--- config.mk ---
export PLATFORM = sky130hd
export DESIGN_NAME = axis_pkt_fifobuf
export DESIGN_NICKNAME = d
export VERILOG_FILES = /design/src/rtl/axis_pkt_fifobuf.sv
export SDC_FILE = /design/constraint.sdc
export NUM_CORES = 1
export LEC_CHECK = 0
export ABC_AREA = 0
export BUFFER_PORTS_ARGS = -buffer_cell sky130_fd_sc_hd__buf_4
export CORE_MARGIN = 1
export CORE_UTILIZATION = 40
export CTS_BUF_LIST = sky130_fd_sc_hd__clkbuf_16
export CTS_CLUSTER_DIAMETER = 60
export CTS_CLUSTER_SIZE = 12
export DETAILED_ROUTE_END_ITERATION = 8
export MAX_ROUTING_LAYER = met4
export PLACE_DENSITY = 0.56
export SLEW_MARGIN = 5
export SYNTH_ARGS = -nofsm -noshare
export SYNTH_HDL_FRONTEND = slang
export SYNTH_SLANG_ARGS = --single-unit
--- constraint.sdc ---
create_clock -name axi_clk -period 8 [get_ports axi_clk]
set_input_delay 0.4 -clock axi_clk [delete_from_list [all_inputs] [get_ports axi_clk]]
set_output_delay 0.4 -clock axi_clk [all_outputs]
set_load 0.02 [all_outputs]
--- src/rtl/axis_pkt_fifobuf.sv ---
// AXI-stream FIFO with a registered first-word-fall-through output stage, TLAST tracking,
// and an optional store-and-forward mode with an oversize-packet escape.
module axis_pkt_fifobuf #(
    parameter int DATA_WIDTH           = 8,
    parameter int FIFO_ADDR_SIZE       = 4,
    parameter int FIFO_ALMOST_FULL_BUF = 4,
    parameter int PACKET_MODE          = 0
) (
    input  logic                      axi_clk,
    input  logic                      axi_resetn,
    input  logic                      s_axi_tvalid,
    output logic                      s_axi_tready,
    input  logic [DATA_WIDTH-1:0]     s_axi_tdata,
    input  logic                      s_axi_tlast,
    output logic                      m_axi_tvalid,
    input  logic                      m_axi_tready,
    output logic [DATA_WIDTH-1:0]     m_axi_tdata,
    output logic                      m_axi_tlast,
    output logic [FIFO_ADDR_SIZE:0]   level,
    output logic [FIFO_ADDR_SIZE:0]   pkt_count
);

    localparam int AW     = FIFO_ADDR_SIZE;
    localparam int DEPTH  = 1 << AW;
    localparam int THRESH = DEPTH - FIFO_ALMOST_FULL_BUF;
    localparam logic [AW:0] DEPTH_L  = (AW+1)'(DEPTH);
    localparam logic [AW:0] THRESH_L = (AW+1)'(THRESH);
    localparam bit PKT_MODE = (PACKET_MODE != 0);

    logic [DATA_WIDTH:0]   mem_q [DEPTH];

    logic [AW:0]           wr_ptr_q, wr_ptr_d;
    logic [AW:0]           rd_ptr_q, rd_ptr_d;
    logic [AW:0]           level_q, level_d;
    logic [AW:0]           pkt_q, pkt_d;
    logic                  m_valid_q, m_valid_d;
    logic [DATA_WIDTH-1:0] m_data_q, m_data_d;
    logic                  m_last_q, m_last_d;
    logic                  s_ready_q, s_ready_d;
    logic                  release_q, release_d;

    logic [AW:0]           mem_cnt;
    logic                  in_acc, out_xfer, out_free, load_ok;
    logic                  load_mem, load_byp, mem_wr;
    logic                  in_last, out_last;

    // Writes are taken up to true full, not just THRESH, so a lagging producer never loses beats.
    always_comb begin
        mem_cnt  = wr_ptr_q - rd_ptr_q;
        in_acc   = s_axi_tvalid && (level_q < DEPTH_L);
        out_xfer = m_valid_q && m_axi_tready;
        out_free = !m_valid_q || out_xfer;
        load_ok  = !PKT_MODE || (pkt_q != '0) || release_q;
        load_mem = out_free && (mem_cnt != '0) && load_ok;
        load_byp = out_xfer && (mem_cnt == '0) && in_acc && load_ok;
        mem_wr   = in_acc && !load_byp;
        in_last  = in_acc && s_axi_tlast;
        out_last = out_xfer && m_last_q;

        wr_ptr_d = wr_ptr_q + {{AW{1'b0}}, mem_wr};
        rd_ptr_d = rd_ptr_q + {{AW{1'b0}}, load_mem};

        m_valid_d = m_valid_q;
        m_data_d  = m_data_q;
        m_last_d  = m_last_q;
        if (load_mem) begin
            {m_last_d, m_data_d} = mem_q[rd_ptr_q[AW-1:0]];
        end else if (load_byp) begin
            m_data_d = s_axi_tdata;
            m_last_d = s_axi_tlast;
        end
        if (load_mem || load_byp) begin
            m_valid_d = 1'b1;
        end else if (out_xfer) begin
            m_valid_d = 1'b0;
        end

        level_d = level_q;
        if (in_acc && !out_xfer) begin
            level_d = level_q + 1'b1;
        end else if (!in_acc && out_xfer) begin
            level_d = level_q - 1'b1;
        end

        pkt_d = pkt_q;
        if (in_last && !out_last) begin
            pkt_d = pkt_q + 1'b1;
        end else if (!in_last && out_last) begin
            pkt_d = pkt_q - 1'b1;
        end

        s_ready_d = (level_d < THRESH_L);

        // A packet too large to ever complete in storage falls back to cut-through until its tlast leaves.
        release_d = release_q;
        if (out_last) begin
            release_d = 1'b0;
        end else if ((level_q >= THRESH_L) && (pkt_q == '0)) begin
            release_d = 1'b1;
        end
    end

    always_ff @(posedge axi_clk) begin
        if (mem_wr) begin
            mem_q[wr_ptr_q[AW-1:0]] <= {s_axi_tlast, s_axi_tdata};
        end
    end

    always_ff @(posedge axi_clk) begin
        if (!axi_resetn) begin
            wr_ptr_q  <= '0;
            rd_ptr_q  <= '0;
            level_q   <= '0;
            pkt_q     <= '0;
            m_valid_q <= 1'b0;
            m_data_q  <= '0;
            m_last_q  <= 1'b0;
            s_ready_q <= 1'b0;
            release_q <= 1'b0;
        end else begin
            wr_ptr_q  <= wr_ptr_d;
            rd_ptr_q  <= rd_ptr_d;
            level_q   <= level_d;
            pkt_q     <= pkt_d;
            m_valid_q <= m_valid_d;
            m_data_q  <= m_data_d;
            m_last_q  <= m_last_d;
            s_ready_q <= s_ready_d;
            release_q <= release_d;
        end
    end

    assign s_axi_tready = s_ready_q;
    assign m_axi_tvalid = m_valid_q;
    assign m_axi_tdata  = m_data_q;
    assign m_axi_tlast  = m_last_q;
    assign level        = level_q;
    assign pkt_count    = pkt_q;

endmodule

### After elaboration in Yosys (flattened, before gate mapping)

Memory sizes are Yosys's and may differ from the RTL's. A register that Yosys moved wholly into a read port is not among the register bits.
Index checks and enable logic that the tools add are counted.

| word-level totals | value |
|---|---|
| memories kept | 1 |
| input bits | 13 |
| logic and storage cells | 56 |
| bits in writable memories | 144 |
| bits in registers | 31 |

| cells by class | value |
|---|---|
| $add $sub $neg | 7 |
| order comparisons | 2 |
| multiplexer cells | 13 |
| reductions and logical operators | 25 |

Memories:

| memory | words | width | read ports | clocked after memory_dff | write ports | RTL line | text |
|---|---|---|---|---|---|---|---|
| mem_q | 16 | 9 | 1 | 1 | 1 | 30 | `logic [DATA_WIDTH:0] mem_q [DEPTH];` |

Operator list:

| operator | number |
|---|---|
| $mux W5 | 4 |
| $mux W8 | 2 |
| $logic_and A1 B1 Y1 | 12 |
| $add A5 B1 Y5 | 2 |
| $add A5 B1 Y5 const B | 2 |
| $sub A5 B1 Y5 const B | 2 |
| $logic_not A1 Y1 | 6 |
| $mux W1 | 6 |
| $reduce_bool A2 Y1 | 3 |
| $logic_not A5 Y1 | 1 |
| $lt A5 B4 Y1 const B | 1 |
| $lt A5 B5 Y1 const B | 1 |
| $reduce_bool A5 Y1 | 1 |
| $sub A5 B5 Y5 | 1 |
| $mux W4 | 1 |
| $logic_or A1 B1 Y1 | 2 |

### Longest topological paths before layout

Gate-level depths: netlist of the first run.

| depth | value |
|---|---|
| word-level depth | 8 |
| mapped depth | 14 |
| mapped depth without buffers | 12 |

### Worst setup path before layout of the first run

OpenSTA, ideal clock, no wires.

| path | value |
|---|---|
| path type | reg2reg |
| start | reg rd_ptr_q[2] |
| end | mem mem_q[10][0] (netlist name) (enable) |
| required time | 7.601 ns |
| slack | 4.829 ns |
| data arrival time | 2.771 ns |
| clock period less this slack | 3.171 ns |
| library setup time | 0.399 ns |
| stages on the path, launching flop included | 10 |
| cells stage by stage | dfxtp_1 > clkinv_1 > clkbuf_1 > ha_1 > nor3b_2 > xnor2_1 > nor4_4 > a21o_1 > buf_2 > nor4_1 |

| between the ends | value |
|---|---|
| longest elaborated chain between the ends | 8 |

RTL lines:

| what | RTL line | text |
|---|---|---|
| from (decl) | 33 | `logic [AW:0] rd_ptr_q, rd_ptr_d;` |
| from (signal assigned) | 122 | `rd_ptr_q <= rd_ptr_d;` |
| $sub A5 B5 Y5 | 49 | `mem_cnt = wr_ptr_q - rd_ptr_q;` |
| $logic_not A5 Y1 | 55 | `load_byp = out_xfer && (mem_cnt == '0) && in_acc && load_ok;` |
| $logic_and A1 B1 Y1 (2 in series) | 55 |  |
| $logic_not A1 Y1 | 56 | `mem_wr = in_acc && !load_byp;` |
| $logic_and A1 B1 Y1 | 56 |  |
| $mux W1 | 104 | `if (mem_wr) begin` |
| $mux W1 (implied by the code) | 105 | `mem_q[wr_ptr_q[AW-1:0]] <= {s_axi_tlast, s_axi_tdata};` |
| to (decl) | 30 |  |

No other way between the ends.

### Worst setup path after layout of the first run

| path | value |
|---|---|
| start | reg rd_ptr_q[2] |
| end | mem mem_q[3][5] (netlist name) (enable) |

The elaborated chain is that of the path after synthesis.

==> metrics.md, run 1 <==
| Metric | Value |
|---|---|
| Final-report hold violation count | `0` |
| Maximum buffer depth of the clock tree | `2` |
| Clock buffers created by TritonCTS | `17` |
| Minimum clock period | `4.22 ns` |
| Nets in the synthesized netlist | `between 400 and 500` |
| RSZ-0062 raised after global routing | `no` |
| Slowest cell on the critical path | `nor3_1` |
| Number of synthesized flops with an enable pin | `144` |
| Worst min-delay path class | `in -> reg` |
| Initial cell density of the core | `41.3%` |
| Maximum number of pins on one net before global-route repair | `40` |
| Maximum clock frequency | `about 240 MHz` |
| Placement Rows | `48` |
| Vias in the first global route | `a little under 4000` |
| I/O Pins | `34` |
| Transition time at the pin with the least slew margin | `approximately 1.2 ns` |
| Pwr per Cell Area | `between 300 and 400 nW/um^2` |
| Overflow left after global routing | `0` |
| First-pass DRT Iterations | `4` |
| Fraction of synthesis flops using an asynchronous set or reset pin | `0%` |
| Post-layout net count | `515` |
| Unique cell type count in the Yosys netlist | `40` |
| Period utilization | `52.7%` |
| Via density per instance | `5.34` |
| Port Buffers | `33` |
| Worst-skew pair later-pin latency | `0.43 ns` |
| DP Worst Slack | `about 3.8 ns` |
| Antenna fix cells | `0` |
| Setup-violating endpoint count in the final report | `0` |
| Wire length after detailed routing | `15.3 mm` |
| Clock transition at the register clock pins on the worst setup and hold paths after CTS | `approximately 0.07 ns` |
| Ys flop type | `edfxtp_1` |
| Worst-case clock skew | `approximately 0.014 ns` |
| Count of maximum capacitance violations | `0` |
| Count of hold-fix buffers inserted at cts | `0` |
| CP Buf/Inv Count | `2` |
| Number of sinks handled by clock tree synthesis | `175` |
| Register area share after synthesis | `68.5%` |
| Std-Cell Core Area | `17500 um^2` |
| Crit-path leading delay family | `simple AND/OR/NAND/NOR gates` |
| Number of logic stages on the critical path including buffering | `9` |
| Kind of start point of the critical path | `register` |
| Gr usage total | `18.8%` |
| Buffer cell driving the clock tree root | `clkbuf_16` |
| Most frequent standard cell in the layout excluding fill and tap cells | `edfxtp_1` |
| Critical Path Sink Type | `register` |
| Clock tree from TritonCTS | `yes` |
| First-pass GRT wire length | `23.5 mm` |
| Share of post-route cells with drive strength above 1 | `23.3%` |
| Synthesis Warnings | `0` |
| Flip-flop and latch count after synthesis | `175` |
| Worst Hold Depth | `3` |
| CTS resizes | `0` |
| Crit path cell chain | `clkinv_1, ha_1, nor3b_2, xnor2_1, nor4_4, a21o_1, inv_1, nand2_1, nor3_1` |
| Post-synthesis instance area | `7220 um^2` |
| Max IR drop VDD | `0.151 mV` |
| Highest-count cells in the layout ignoring fill and taps | `144 x edfxtp_1, 58 x nand2_1, 37 x buf_4` |
| Die Wd | `about 140 um` |
| Outcome | `complete, no violations` |
| Req. time, crit path | `8.03 ns` |
| Detailed Route Iter0 Violations | `378` |
| Setup WS post-layout | `3.78 ns` |
| DP HPWL | `approximately 10 mm` |
| Buffers inserted by post-CTS timing repair | `0` |
| Synthesized area per cell | `16.0 um^2` |
| Last weighted congestion value of the routability-driven placer | `0.888` |
| Arrival time of data at the critical path endpoint | `4.25 ns` |
| Count of nets left with antenna violations after detail routing | `0` |
| Static leakage power | `0.00291 uW` |
| # DRC | `0` |
| R2r worst-path depth | `9` |
| Layout overhead on the synthesized area | `15.0%` |
| Remaining max-slew budget at the tightest pin | `a little under a fifth` |
| H-tree depth | `4` |
| Number of pins with negative max-slew slack in the final report | `0` |
| Die extent in y | `~140 um` |
| Number of antenna violations at the first check in global routing | `0` |
| Total via count after detailed routing | `3860` |
| WL/cell | `21.1 um` |
| Die outline area | `18600 um^2` |
| Peak per-stage delay on the critical path | `0.96 ns` |
| Post-route setup TNS | `0 ns` |
| Number of instances in the synthesized netlist | `about 450` |
| Crit Path Max Fanout | `22` |
| Worst setup path category | `reg -> reg` |
## sequential cells by signal (all words and copies together) (netlist names)
name,flops
level,5
s_axi_tready,1
rd_ptr_q,5
m_axi_tvalid,1
m_axi_tdata,8
m_axi_tlast,1
pkt_count,5
mem_q,144
wr_ptr_q,5
## power breakdown
| group | leakage, uW | switching (uW) | internal (uW) |
|---|---|---|---|
| combinational | 0.00106 | 334 | 304 |
| clock | 0.000292 | 341 | 490 |
| sequential | 0.00156 | 83.5 | 1050 |
| total | 0.00291 | 759 | 1840 |
## logic make-up (layout without fill, tap and decap cells)
logic type               count (synthesis)  after routing  share of synthesized area (%)
AO/OA/AOI/OAI                           37             37                           3.10
XOR/XNOR                                17             17                           2.06
adder cells (fa/ha/maj)                 17             17                           3.05
buffers and inverters                   36             82                           2.41
flip-flops                             175            175                           68.5
multiplexers                            46             46                           12.6
AND/OR/NAND/NOR                        124            124                           8.28
## synth_stat cells, types with 4 or more instances
cell type | count | share of area, %
nor2_1 | 17 | 0.88
mux2i_1 | 10 | 1.4
ha_1 | 16 | 2.8
xor2_1 | 6 | 0.73
o22ai_1 | 9 | 0.78
nand2_1 | 58 | 3.0
mux4_2 | 36 | 11
dfxtp_1 | 31 | 8.6
clkbuf_1 | 11 | 0.57
nand3_1 | 13 | 0.90
buf_2 | 4 | 0.28
nor3_1 | 6 | 0.42
and2_1 | 7 | 0.61
xnor2_1 | 11 | 1.3
o21ai_0 | 12 | 0.83
a21oi_1 | 6 | 0.42
inv_1 | 12 | 0.62
nor4_1 | 8 | 0.69
edfxtp_1 | 144 | 60
## metal layers
| layer | track usage, % | up-vias | part of all wire (%) |
|---|---|---|---|
| met5 | - | - | 0 |
| met4 | 7.53 | 0 | 1.4 |
| met3 | 3.58 | 14 | 5.1 |
| met2 | 28.1 | 93 | 48 |
| met1 | 25.3 | 1961 | 46 |
| li1 | - | 1792 | - |
## worst paths after layout
path                 from      endpoint  slack [ns]
max           rd_ptr_q[2]   mem_q[3][5]        3.78
min            axi_resetn  s_axi_tready        0.31
max reg2reg   rd_ptr_q[2]   mem_q[3][5]        3.78
min reg2reg  pkt_count[4]  pkt_count[4]        0.53
## tightest hold or removal path: stages
cell and delay [ns]:
buf_4 0.17, nand2_1 0.07, a21oi_1 0.04
## layout make-up
cell class	instances	area, um^2
multi-input combinational	241	2150
sequential	175	4950
tap	225	282
clock inverter	15	170
timing repair buffer	37	278
fill	1478	9170
inverter	13	48.8
clock buffer	17	425
## through the flow
stage	hold WS (ns)	utilization, %	power [uW]	instance area, um^2	instances
6_report	0.308	47.5	2600	8300	723
5_1_grt	0.303	47.5	2720	8300	723
4_1_cts	0.292	47.5	2630	8300	723
3_5_place_dp	0.527	44.1	1800	7710	691
3_3_place_gp	0.480	44.1	1790	7710	691
2_1_floorplan	0.499	-	1600	7220	452
(Power assumes the default switching activity.)
==> run 2, diff against run 1 <==
- ABC_AREA: 0 -> 1
- PLACE_DENSITY: 0.56 -> 0.58
- clock period: 8 -> 3.7 ns (I/O delays scaled with it)
==> run 2 against run 1 <==
Effect of this change:
- critical path type unchanged
- first-iteration DRC count is 2.4% lower
- register-to-register slack worse by 3.1 ns
- sequential share of layout area is 7.0 points lower
==> metrics.md, run 2 <==
| Metric | Value |
|---|---|
| Detailed Route Iter0 Violations | `369` |
| Register area share after synthesis | `about 60%` |
| Die Wd | `about 150 um` |
| Fraction of synthesis flops using an asynchronous set or reset pin | `0%` |
| Relative contribution of combinational cells to total power | `35.0%` |
| Number of antenna violations at the first check in global routing | `0` |
| Setup WS post-layout | `0.717 ns` |
| Most frequent standard cell in the layout excluding fill and tap cells | `nand2_1` |
| Req. time, crit path | `4.05 ns` |
| Maximum number of pins on one net before global-route repair | `74` |
| Overflow left after global routing | `0` |
| Clk network pwr share | `26.9%` |
| Post-synthesis instance area | `slightly above 8000 um^2` |
| Count of nets left with antenna violations after detail routing | `0` |
| Transition time at the pin with the least slew margin | `a little over 0.8 ns` |
| Part of the power in registers | `roughly two fifths` |
| Pint | `3900 uW` |
| Post-layout net count | `971` |
| First-pass DRT Iterations | `5` |
| Clock transition at the register clock pins on the worst setup and hold paths after CTS | `0.06 ns` |
| Layout overhead on the synthesized area | `13.5%` |
| I/O Pins | `34` |
| Number of instances in the synthesized netlist | `900` |
| Antenna fix cells | `0` |
| Proportion of netlist area held by the largest area contributor | `52.2%` |
| Worst min-delay path class | `in -> reg` |
| Placement Rows | `52` |
| Last weighted congestion value of the routability-driven placer | `just over 0.8` |
| Most area-hungry cell type in the Yosys netlist | `edfxtp_1` |
| Switching part of the total | `37.1%` |
| Share of post-route cells with drive strength above 1 | `11.2%` |
| Switching power | `2300 uW` |
| Crit Path Max Fanout | `17` |
| Final-report hold violation count | `0` |
| RSZ-0062 raised after global routing | `no` |
| Maximum buffer depth of the clock tree | `2` |
| Post-route setup TNS | `0 ns` |
| Max IR drop VDD | `between 0.4 and 0.5 mV` |
| Number of pins with negative max-slew slack in the final report | `0` |
| Port Buffers | `33` |
| Crit path cell chain | `inv_2, ha_1, nand3_1, nand3_4, nor2_8, nand3_1, nand2_2, inv_1, ha_1, ha_1, nand3_1, o21ai_0, a21oi_1` |
| Worst-case clock skew | `0.0126 ns` |
| Setup-violating endpoint count in the final report | `0` |
| # DRC | `0` |
| Clock buffers created by TritonCTS | `17` |
| Synth cell count leaders | `285 x nand2_1, 168 x inv_1, 144 x edfxtp_1, 98 x nand3_1, 53 x nor2_1` |
| Die outline area | `21300 um^2` |
| Static leakage power | `roughly 0.0042 uW` |
| Via density per instance | `4.67` |
| Pwr per Cell Area | `~660 nW/um^2` |
| Number of sinks handled by clock tree synthesis | `175` |
| Critical Path Sink Type | `register` |
| Clock tree from TritonCTS | `yes` |
| Cells taking the most area after synthesis | `edfxtp_1 52%, nand2_1 13%, inv_1 7.6%` |
| Remaining max-slew budget at the tightest pin | `between 40% and 50%` |
| CTS resizes | `0` |
| Unique cell type count in the Yosys netlist | `35` |
| Most instantiated library cell after synthesis | `nand2_1` |
| Fillcell total | `1915` |
| Kind of start point of the critical path | `register` |
| DP HPWL | `11.9 mm` |
| Gr usage total | `19.3%` |
| Initial cell density of the core | `40.9%` |
| Peak per-stage delay on the critical path | `0.70 ns` |
| Flip-flop count of the largest register, all copies and words added | `~140` |
| Period utilization | `80.6%` |
| DP Worst Slack | `0.774 ns` |
| Die extent in y | `about 150 um` |
| Total via count after detailed routing | `5721` |
| Synthesis Warnings | `0` |
| Hold Worst Slack | `0.106 ns` |
| First-pass GRT wire length | `around 30 mm` |
| Arrival time of data at the critical path endpoint | `3.34 ns` |
| Flip-flop and latch count after synthesis | `~180` |
| Std-Cell Core Area | `20200 um^2` |
| Nets in the synthesized netlist | `930` |
| Synthesized area per cell | `a little over 9 um^2` |
| Non-filler cells in the finished layout | `1224` |
| Count of maximum capacitance violations | `0` |
| Power Total | `6200 uW` |
| Cell count after placement | `1192` |
| Number of synthesized flops with an enable pin | `approximately 140` |
| Ys flop type | `edfxtp_1` |
| Highest-count cells in the layout ignoring fill and taps | `285 x nand2_1, 169 x inv_1, 144 x edfxtp_1` |
| Vias in the first global route | `5525` |
| Wire length after detailed routing | `18.7 mm` |
| Outcome | `complete, no violations` |
| Minimum clock period | `between 2 and 3 ns` |
| WL/cell | `between 15 and 20 um` |
| Worst setup path category | `reg -> reg` |
| Buffers inserted by post-CTS timing repair | `0` |
| Maximum clock frequency | `between 300 and 400 MHz` |
| H-tree depth | `4` |
| Count of hold-fix buffers inserted at cts | `0` |
| Slowest cell on the critical path | `dfxtp_1` |
| Worst-skew pair later-pin latency | `0.43 ns` |
| Buffer cell driving the clock tree root | `clkbuf_16` |
run 2: final timing paths:
path | startpoint | slack [ns] | endpoint | cells after the start
hold reg to reg | wr_ptr_q[4] | 0.47 | wr_ptr_q[4] | 2
setup / recovery | rd_ptr_q[2] | 0.72 | wr_ptr_q[4] | 13
setup reg to reg | rd_ptr_q[2] | 0.72 | wr_ptr_q[4] | 13
hold / removal | axi_resetn | 0.11 | wr_ptr_q[1] | 3
run 2: cell type report:
class                   count  area (um^2)  area share (%)
clock inverters            15          121            1.29
well taps                 270          338            3.59
clock buffers              17          425            4.53
flip-flops and latches    175         4950            52.6
inverters                 177          667            7.10
multi-input cells         519         2520            26.8
repair buffers             51          383            4.07
run 2: critical path: cells and delay by family (launching register included):
family,cells,cell delay [ns]
compound gates,2,0.21
buf+inv,2,0.30
fa+ha+maj,3,0.78
flops,1,0.70
simple gates,6,0.92
run 2: cell families (layout without fill, tap and decap cells):
| family | Yosys count | count (layout) | share of synthesized area [%] |
|---|---|---|---|
| and+or+nand+nor | 466 | 466 | 24.4 |
| AOI/OAI and AO/OA | 27 | 27 | 1.93 |
| xor gates and xnor gates | 9 | 9 | 0.952 |
| adders and majority gates | 17 | 17 | 2.66 |
| buffers and inverters | 206 | 260 | 10.3 |
| DFF | 175 | 175 | 59.7 |
run 2: metal layers:
layer  vias to the layer above  global-route usage [%]  wire length, um
met5                         -                       -                0
met4                         0                    9.05              540
met3                        29                    2.76              730
met2                       119                    29.4             8670
met1                      2653                    25.5             8770
li1                       2920                       -                -
run 2: per-stage QoR:
| step | instance area [um^2] | util, % |
|---|---|---|
| 6_report | 9400 | 46.4 |
| 5_1_grt | 9400 | 46.4 |
| 4_1_cts | 9400 | 46.4 |
| 3_5_place_dp | 8850 | 43.7 |
| 3_3_place_gp | 8850 | 43.7 |
| 2_1_floorplan | 8280 | - |
run 2: power by group through the flow:
stage / registers, uW / logic, uW / clock network (uW)
floorplan: 2460 / 1600 / 0
global placement: 2400 / 2190 / 0
detailed placement: 2400 / 2200 / 0
CTS: 2360 / 2210 / 1710
global route: 2380 / 2470 / 1770
finish: 2360 / 2170 / 1670
==> run 3, diff against run 2 <==
- PLACE_DENSITY: 0.58 -> 0.56
- clock period: 3.7 -> 2.9 ns (I/O delays scaled with it)
==> run 3 against run 2 <==
Effect of this change:
- sequential power rose by 26%
- utilization up 0.29 points
- combinational power up 31%
- register-to-register slack got worse by 0.42 ns
- count of clock-buffer cells in the layout did not move
- worst setup slack got worse by 0.42 ns
- die area did not move
- critical path depth stayed put
- via count increased by 0.91%
- hold slack worse by 0.039 ns
- final cell count rose by 0.25%
- final area increased by 0.63%
==> metrics.md, run 3 (synthesis results as in run 2) <==
| Metric | Value |
|---|---|
| Outcome | `complete, no violations` |
| Via density per instance | `4.70` |
| Worst min-delay path class | `in -> reg` |
| Max IR drop VDD | `between 0.4 and 0.5 mV` |
| CTS resizes | `0` |
| Static leakage power | `0.00427 uW` |
| First-pass DRT Iterations | `5` |
| Transition time at the pin with the least slew margin | `slightly below 0.9 ns` |
| Placement Rows | `52` |
| Count of maximum capacitance violations | `0` |
| Worst-skew pair later-pin latency | `0.43 ns` |
| Maximum buffer depth of the clock tree | `2` |
| Crit-path leading delay family | `simple AND/OR/NAND/NOR gates` |
| Std-Cell Core Area | `between 20000 and 25000 um^2` |
| Layout overhead on the synthesized area | `14.2%` |
| H-tree depth | `4` |
| Buffers inserted by post-CTS timing repair | `0` |
| Highest-count cells in the layout ignoring fill and taps | `285 x nand2_1, 169 x inv_1, 144 x edfxtp_1` |
| Crit path cell chain | `ha_1, nor2_1, nand3_1, nand2_4, nand3_1, nand2_2, buf_4, inv_1, ha_1, ha_1, nand3_1, o21ai_0, a21oi_1` |
| Worst-case clock skew | `approximately 0.0095 ns` |
| Count of hold-fix buffers inserted at cts | `0` |
| WL/cell | `15.5 um` |
| Sequential cell area | `4950 um^2` |
| Critical Path Sink Type | `register` |
| Arrival time of data at the critical path endpoint | `about 3.0 ns` |
| Vias in the first global route | `5632` |
| Clock transition at the register clock pins on the worst setup and hold paths after CTS | `0.06 ns` |
| Initial cell density of the core | `slightly above 40%` |
| I/O Pins | `34` |
| Period utilization | `89.7%` |
| Pwr per Cell Area | `about 850 nW/um^2` |
| Overflow left after global routing | `0` |
| Last weighted congestion value of the routability-driven placer | `0.873` |
| Remaining max-slew budget at the tightest pin | `about two fifths` |
| First-pass GRT wire length | `30.6 mm` |
| Kind of start point of the critical path | `register` |
| Maximum number of pins on one net before global-route repair | `73` |
| Post-route setup TNS | `0 ns` |
| Die outline area | `about 21000 um^2` |
| # DRC | `0` |
| Buffer cell driving the clock tree root | `clkbuf_16` |
| RSZ-0062 raised after global routing | `no` |
| Crit Path Max Fanout | `9` |
| Slowest cell on the critical path | `dfxtp_1` |
| Total via count after detailed routing | `5773` |
| Flip-flop count of the largest register, all copies and words added | `roughly 140` |
| Peak per-stage delay on the critical path | `0.51 ns` |
| Number of pins with negative max-slew slack in the final report | `0` |
| Post-layout net count | `about 1000` |
| Antenna fix cells | `0` |
| Worst setup path category | `reg -> reg` |
| Share of post-route cells with drive strength above 1 | `11.4%` |
| Die Wd | `146 um` |
| Gr usage total | `19.7%` |
| Clock buffers created by TritonCTS | `17` |
| Number of antenna violations at the first check in global routing | `0` |
| Port Buffers | `33` |
| Minimum clock period | `about 2.6 ns` |
| Count of nets left with antenna violations after detail routing | `0` |
| Final-report hold violation count | `0` |
| Clock tree from TritonCTS | `yes` |
| Detailed Route Iter0 Violations | `375` |
| Multi-input logic area | `2520 um^2` |
| Placed Area | `8890 um^2` |
| Most frequent standard cell in the layout excluding fill and tap cells | `nand2_1` |
| Die extent in y | `146 um` |
| Number of sinks handled by clock tree synthesis | `around 180` |
| DP HPWL | `11.8 mm` |
| CP Buf/Inv Count | `2` |
| Final Cell Area | `between 9000 and 10000 um^2` |
| Wire length after detailed routing | `around 19 mm` |
| Setup-violating endpoint count in the final report | `0` |
| Fillcell total | `1935` |
| Req. time, crit path | `3.26 ns` |
| Maximum clock frequency | `slightly below 400 MHz` |
run 3: changes by cell type in the layout (fill, tap and decap cells not counted), sizes merged:
cell	before	now
bufinv	1	2
clkinv	9	7
buf	51	54
inv	178	179
run 3: stage by stage:
stage                     hold WS (ns)  utilization [%]  setup WS, ns  std cells  power [uW]
after detailed placement         0.466             43.9         0.320       1195        5900
after global placement           0.459             43.9         0.354       1195        5900
after global routing            0.0769             46.7        0.0668       1227        8570
final                           0.0662             46.7         0.299       1227        8060
after floorplan                  0.244                -         0.135        900        5170
after CTS                       0.0501             46.7         0.301       1227        8120
run 3: layout make-up:
class,instances,share of cell area (%)
Clock buffer,17,4.50
Clock inverter,15,1.53
Inverter,177,7.05
Multi-Input combinational cell,519,26.6
Sequential cell,175,52.3
Tap cell,270,3.57
Timing Repair Buffer,54,4.42
run 3: report_power, final:
part / total [uW] / internal (uW) / leakage, uW / switching (uW)
registers: 2980 / 2890 / 0.00156 / 86.6
clock network: 2230 / 1260 / 0.000270 / 970
logic: 2840 / 940 / 0.00244 / 1900
run 3: path summary, 6_finish.rpt:
path | from | to | slack [ns] | cells past startpoint
setup reg to reg | wr_ptr_q[3] | wr_ptr_q[4] | 0.30 | 13
setup / recovery | wr_ptr_q[3] | wr_ptr_q[4] | 0.30 | 13
hold reg to reg | wr_ptr_q[4] | wr_ptr_q[4] | 0.48 | 2
hold / removal | axi_resetn | wr_ptr_q[1] | 0.07 | 3
run 3: worst reg2reg max path: cells and delay by family, from the launching register on:
kind	cells	cell delay (ns)
AO/OA/AOI/OAI	2	0.19
adder cells (fa/ha/maj)	3	0.75
buffers and inverters	2	0.29
flip-flops	1	0.51
AND/OR/NAND/NOR	6	0.81
run 3: routing by layer:
| metal | wire [um] | GRT usage, % | share of wire (%) | vias up |
|---|---|---|---|---|
| li1 | - | - | - | 2925 |
| met1 | 9110 | 26.0 | 48 | 2730 |
| met2 | 8880 | 29.9 | 47 | 93 |
| met3 | 518 | 3.45 | 2.7 | 25 |
| met4 | 469 | 8.05 | 2.5 | 0 |
| met5 | 0 | - | 0 | - |
